$ cat src/rtl/adc_pkg.sv
// Shared types and constants for the ADC result readout path.
package adc_pkg;

  localparam int unsigned ADC_RESULT_WIDTH = 10;

  typedef enum logic [1:0] {
    DISABLED = 2'b00,
    ARMED    = 2'b01,
    RUNNING  = 2'b10
  } adc_state_t;

endpackage

$ cat src/rtl/adc_sync_edge.sv
// Two-flop synchroniser for an asynchronous strobe, plus a single-cycle rising-edge pulse.
module adc_sync_edge (
  input  logic clk,
  input  logic rst,
  input  logic async_in,
  output logic sync_out,
  output logic rise_c
);

  logic meta_q;
  logic sync_q;
  logic dly_q;

  always_ff @(posedge clk) begin
    if (rst) begin
      meta_q <= 1'b0;
      sync_q <= 1'b0;
      dly_q  <= 1'b0;
    end else begin
      meta_q <= async_in;
      sync_q <= meta_q;
      dly_q  <= sync_q;
    end
  end

  assign sync_out = sync_q;
  assign rise_c   = sync_q & ~dly_q;

endmodule

$ cat src/rtl/adc_result_buffer.sv
// Captures finished ADC results into a show-ahead FIFO and presents them on a
// valid/ready stream with level, threshold IRQ, sticky overflow and sample count.
module adc_result_buffer
  import adc_pkg::*;
#(
  parameter int unsigned DATA_WIDTH = ADC_RESULT_WIDTH,
  parameter int unsigned DEPTH      = 16,
  parameter int unsigned CNT_WIDTH  = 16
) (
  input  logic                     clk,
  input  logic                     rst,
  input  logic                     enable_in,
  input  logic [DATA_WIDTH-1:0]    result_in,
  input  logic                     conv_finished_in,
  input  logic [$clog2(DEPTH):0]   threshold_in,
  input  logic                     clear_overflow_in,
  output logic [DATA_WIDTH-1:0]    data_out,
  output logic                     valid_out,
  input  logic                     ready_in,
  output logic [$clog2(DEPTH):0]   level_out,
  output logic                     irq_out,
  output logic                     overflow_out,
  output logic [CNT_WIDTH-1:0]     sample_count_out
);

  localparam int unsigned AW = $clog2(DEPTH);
  localparam int unsigned PW = AW + 1;

  adc_state_t state_q;
  adc_state_t state_nxt;
  logic       running_c;

  logic strobe_sync;
  logic cap_c;

  logic [DATA_WIDTH-1:0] mem [DEPTH];
  logic [PW-1:0]         wr_ptr_q;
  logic [PW-1:0]         rd_ptr_q;
  logic [PW-1:0]         wr_ptr_nxt;
  logic [PW-1:0]         rd_ptr_nxt;
  logic [PW-1:0]         level_nxt;
  logic [AW-1:0]         rd_addr_nxt;
  logic [DATA_WIDTH-1:0] head_c;
  logic                  full_c;
  logic                  rd_c;
  logic                  wr_c;
  logic                  drop_c;

  adc_sync_edge u_sync (
    .clk      (clk),
    .rst      (rst),
    .async_in (conv_finished_in),
    .sync_out (strobe_sync),
    .rise_c   (cap_c)
  );

  always_ff @(posedge clk) begin
    if (rst) state_q <= DISABLED;
    else     state_q <= state_nxt;
  end

  // ARMED waits for the strobe to be low so a conversion already in flight is not captured.
  always_comb begin
    state_nxt = state_q;
    running_c = 1'b0;
    case (state_q)
      DISABLED: begin
        if (enable_in) state_nxt = ARMED;
      end
      ARMED: begin
        if (!enable_in)       state_nxt = DISABLED;
        else if (!strobe_sync) state_nxt = RUNNING;
      end
      RUNNING: begin
        running_c = 1'b1;
        if (!enable_in) state_nxt = DISABLED;
      end
      default: state_nxt = DISABLED;
    endcase
  end

  always_comb begin
    full_c      = (level_out == PW'(DEPTH));
    rd_c        = valid_out & ready_in;
    wr_c        = cap_c & running_c & (~full_c | rd_c);
    drop_c      = cap_c & running_c & full_c & ~rd_c;
    wr_ptr_nxt  = wr_ptr_q + PW'(wr_c);
    rd_ptr_nxt  = rd_ptr_q + PW'(rd_c);
    level_nxt   = wr_ptr_nxt - rd_ptr_nxt;
    rd_addr_nxt = rd_ptr_nxt[AW-1:0];
    // Writing into an empty FIFO: the new entry becomes the head on the same edge.
    if (wr_c && (wr_ptr_q[AW-1:0] == rd_addr_nxt)) head_c = result_in;
    else                                           head_c = mem[rd_addr_nxt];
  end

  always_ff @(posedge clk) begin
    if (wr_c && !rst) mem[wr_ptr_q[AW-1:0]] <= result_in;
  end

  always_ff @(posedge clk) begin
    if (rst) begin
      wr_ptr_q         <= '0;
      rd_ptr_q         <= '0;
      level_out        <= '0;
      valid_out        <= 1'b0;
      data_out         <= '0;
      irq_out          <= 1'b0;
      overflow_out     <= 1'b0;
      sample_count_out <= '0;
    end else begin
      wr_ptr_q         <= wr_ptr_nxt;
      rd_ptr_q         <= rd_ptr_nxt;
      level_out        <= level_nxt;
      valid_out        <= (level_nxt != '0);
      if (level_nxt != '0) data_out <= head_c;
      irq_out          <= (threshold_in != '0) && (level_out >= threshold_in);
      overflow_out     <= drop_c | (overflow_out & ~clear_overflow_in);
      sample_count_out <= sample_count_out + CNT_WIDTH'(wr_c);
    end
  end

endmodule

$ cat config.mk
export PLATFORM = sky130hd
export DESIGN_NAME = adc_result_buffer
export DESIGN_NICKNAME = d
export VERILOG_FILES = /design/src/rtl/adc_pkg.sv /design/src/rtl/adc_sync_edge.sv /design/src/rtl/adc_result_buffer.sv
export SDC_FILE = /design/constraint.sdc
export NUM_CORES = 1
export LEC_CHECK = 0
export BUFFER_PORTS_ARGS = -buffer_cell sky130_fd_sc_hd__buf_2
export CORE_UTILIZATION = 45
export DETAILED_ROUTE_END_ITERATION = 8
export SYNTH_ARGS = -nofsm -noshare
export SYNTH_HDL_FRONTEND = slang
export SYNTH_SLANG_ARGS = --single-unit
$ cat constraint.sdc
create_clock -name clk -period 9.2 [get_ports clk]
set_input_delay 1.84 -clock clk [delete_from_list [all_inputs] [get_ports clk]]
set_output_delay 1.84 -clock clk [all_outputs]
set_load 0.02 [all_outputs]
==> impl_results.md <==
* Status: finished, violations left
* Failing checks: DRC
* Slew HR at 0.262
* Vias at 4914
* IR drop worst, VDD at 0.144 mV
* Worst hold path class: reg -> reg
* WS Path Type: in -> reg
* Antenna violations before repair at 0
* TNS Setup at 0 ns
* DR iter-0 viols at 315
* Clock Latency Late Sink at 0.50 ns
* Met1 wire length at 8.05 mm
* Via count of the first global-routing pass at 4919
* Final Instance Count excl. Fillers at 877
* First-pass GRT wire length at 28.1 mm
* Final WL at 18.0 mm
* Core Area at 18100 sq um
* Library cells used by synthesis at 47
* Die height at 139 microns
* Met3 WL post-DR at 959 microns
* ANT cells at 0
* DP HPWL at 11.4 mm
* Prevailing post-synth register cell: edfxtp_1
* Die X at 139 microns
* Placer Congestion at 0.806
* Post-CTS setup buffer count at 0
* Max-slew violation total from the final report at 0
* Max Clock Freq at 180 MHz
* Num ports at 55
* Reg clk slew, reported paths at 0.06 ns
* Final #Nets at 669
* Syn_area_per_cell at 14.8 sq um
* CTS Hold Bufs at 0
* Type of origin of the critical path: input port
* Largest net degree at the start of global routing at 53
* Post-Place Cells at 837
* H-tree depth at 1
* Drt via density at 5.60
* Final hold vios at 0
* Max cap viols at 0
* Fraction of registers with async set/reset at 0
* Clock skew at 0.0102 ns
* Area growth, synth to finish at 14.1%
* Mapped Nets at 609
* IO buf count at 54
* RSZ-0062 raised after global routing: false
* Actual slew at the worst max-slew pin at 1.10 ns
* Wire length per cell at 20.5 microns
* Initial core utilization at 0.465
* Fraction of layout cells with a size suffix above 1 at 0.184
* Syn Inst Count at 572
* Maximum root-to-sink buffer count at 3
* Overall Global Routing Usage at 0.192
* Crit end category: flip-flop
* Cts repair resizes at 0
* Die footprint at 19300 sq um
* Grt total ovfl at 0
* Seq/Total Area, Yosys at 0.685
* CTS sink count at 209
* Most common cell after layout, fill and taps aside: edfxtp_1
* Critical path peak fanout at 52
* Final period utilization at 0.603
* Critical path required time at 9.55 ns
* Power per Cell Area at 226 nW/um^2
* EDFF count, synth at 160
* Clock Tree Root: clkbuf_16
* Commonest non-fill, non-tap cells in the layout: edfxtp_1 (160), nand2_1 (67), buf_2 (54)
* Worst EP arrival at 5.90 ns
* Metal2 WL at 8.46 mm
* Total CTS buffers at 22
* Top Metal Used: met4
* Post-route total power at 0.00218 W
* Fin crit period at 5.55 ns
* DRC at 9
* Yosys warnings at 0
* Setup violations, final at 0
* First-pass DRT Iterations at 7
* Flops & latches, synth at 209
* CTS tree: done
* Netlist Area Pre-Place at 8450 sq um
* Row cnt at 49
* Final antenna-violating net count at 0
* Leak Pwr at 3.38 nW
[state kept, by name, indices dropped and copies added, names as in the netlist]
name / count
data_out: 10
irq_out: 1
level_out: 5
mem: 160
overflow_out: 1
rd_ptr_q: 5
sample_count_out: 16
state_q: 2
u_sync.dly_q: 1
u_sync.meta_q: 1
u_sync.sync_out: 1
valid_out: 1
wr_ptr_q: 5
[Yosys cell counts (2+ instances only)]
cell	count	area, sq um
a31oi_1	11	68.8
edfxtp_1	160	4800
a32oi_1	20	175
mux2i_1	20	200
nor2b_1	14	87.6
xor2_2	2	32.5
buf_1	3	11.3
buf_2	7	35.0
nand4_1	6	37.5
buf_6	2	22.5
nor4_1	2	12.5
nor3_1	7	35.0
xnor2_1	7	61.3
mux4_2	20	450
nand2b_1	7	43.8
clkbuf_2	2	10.0
dfxtp_1	49	981
xor2_1	15	131
a2bb2oi_1	10	87.6
xor3_1	2	47.6
clkbuf_1	7	26.3
inv_1	11	41.3
a21oi_1	15	75.1
ha_1	15	188
buf_4	5	37.5
nor2_2	2	12.5
nand2_1	67	251
o2bb2ai_1	10	87.6
nand3_1	9	45.0
a21o_1	4	30.0
and3_1	3	18.8
nor2_1	43	161
[layer usage]
| metal | vias to the layer above | global-route usage |
|---|---|---|
| li1 | 2277 | - |
| met4 | 0 | 0.0649 |
| met3 | 37 | 0.0256 |
| met5 | - | 0 |
| met1 | 2439 | 0.265 |
| met2 | 161 | 0.314 |
[logic make-up (layout without fill, tap and decap cells)]
| logic type | Yosys count | after routing | synth area share |
|---|---|---|---|
| adder cells (fa/ha/maj) | 16 | 16 | 0.0246 |
| AND/OR/NAND/NOR | 168 | 168 | 0.0914 |
| multiplexers | 40 | 40 | 0.0770 |
| XOR/XNOR | 26 | 26 | 0.0323 |
| AO/OA/AOI/OAI | 75 | 75 | 0.0674 |
| flip-flops | 209 | 209 | 0.685 |
| buffers and inverters | 38 | 114 | 0.0222 |
[critical path, stage by stage]
cell,delay (ns)
buf_2,0.09
nand2_1,0.12
inv_1,0.08
ha_1,0.20
ha_1,0.25
xor2_4,0.14
buf_4,0.55
inv_2,0.47
ha_1,0.47
a21o_1,0.18
a21oi_1,0.15
xor3_1,0.51
nor2_2,0.46
nor2_2,0.21
o2bb2ai_1,0.18
[power breakdown]
| group | leakage (nW) | internal, W | switching [W] |
|---|---|---|---|
| clock | 0.342 | 0.000513 | 0.000349 |
| combinational | 1.20 | 0.000113 | 0.000150 |
| sequential | 1.84 | 0.00104 | 0.0000161 |
| total | 3.38 | 0.00166 | 0.000516 |
[stage by stage]
| step | hold slack [ns] | cell area, sq um | setup slack, ns | utilization |
|---|---|---|---|---|
| 2_1_floorplan | 0.414 | 8450 | 4.50 | - |
| 3_3_place_gp | 0.439 | 8930 | 3.23 | 0.492 |
| 3_5_place_dp | 0.454 | 8930 | 3.09 | 0.492 |
| 4_1_cts | 0.462 | 9640 | 3.61 | 0.531 |
| 5_1_grt | 0.471 | 9640 | 3.34 | 0.531 |
| 6_report | 0.458 | 9640 | 3.65 | 0.531 |
[final timing paths]
| path | start | end | slack, ns | cells after the start |
|---|---|---|---|---|
| worst max-delay path | ready_in | data_out[6]$_SDFFE_PP0P_ | 3.65 | 15 |
| worst max register to register | valid_out$_SDFF_PP0_ | data_out[6]$_SDFFE_PP0P_ | 4.71 | 14 |
| worst min register to register | u_sync.meta_q$_SDFF_PP0_ | u_sync.sync_out$_SDFF_PP0_ | 0.46 | 1 |
| worst min-delay path | u_sync.meta_q$_SDFF_PP0_ | u_sync.sync_out$_SDFF_PP0_ | 0.46 | 1 |
[final cells by class]
cell class              count  area (sq um)
clock buffers              29           597
clock inverters            11           113
fillers                  1492          8510
inverters                  12          45.0
multi-input cells         325          2480
flip-flops and latches    209          5790
well taps                 229           287
repair buffers             62           330
Note: power is estimated with default switching activity, not from simulation.
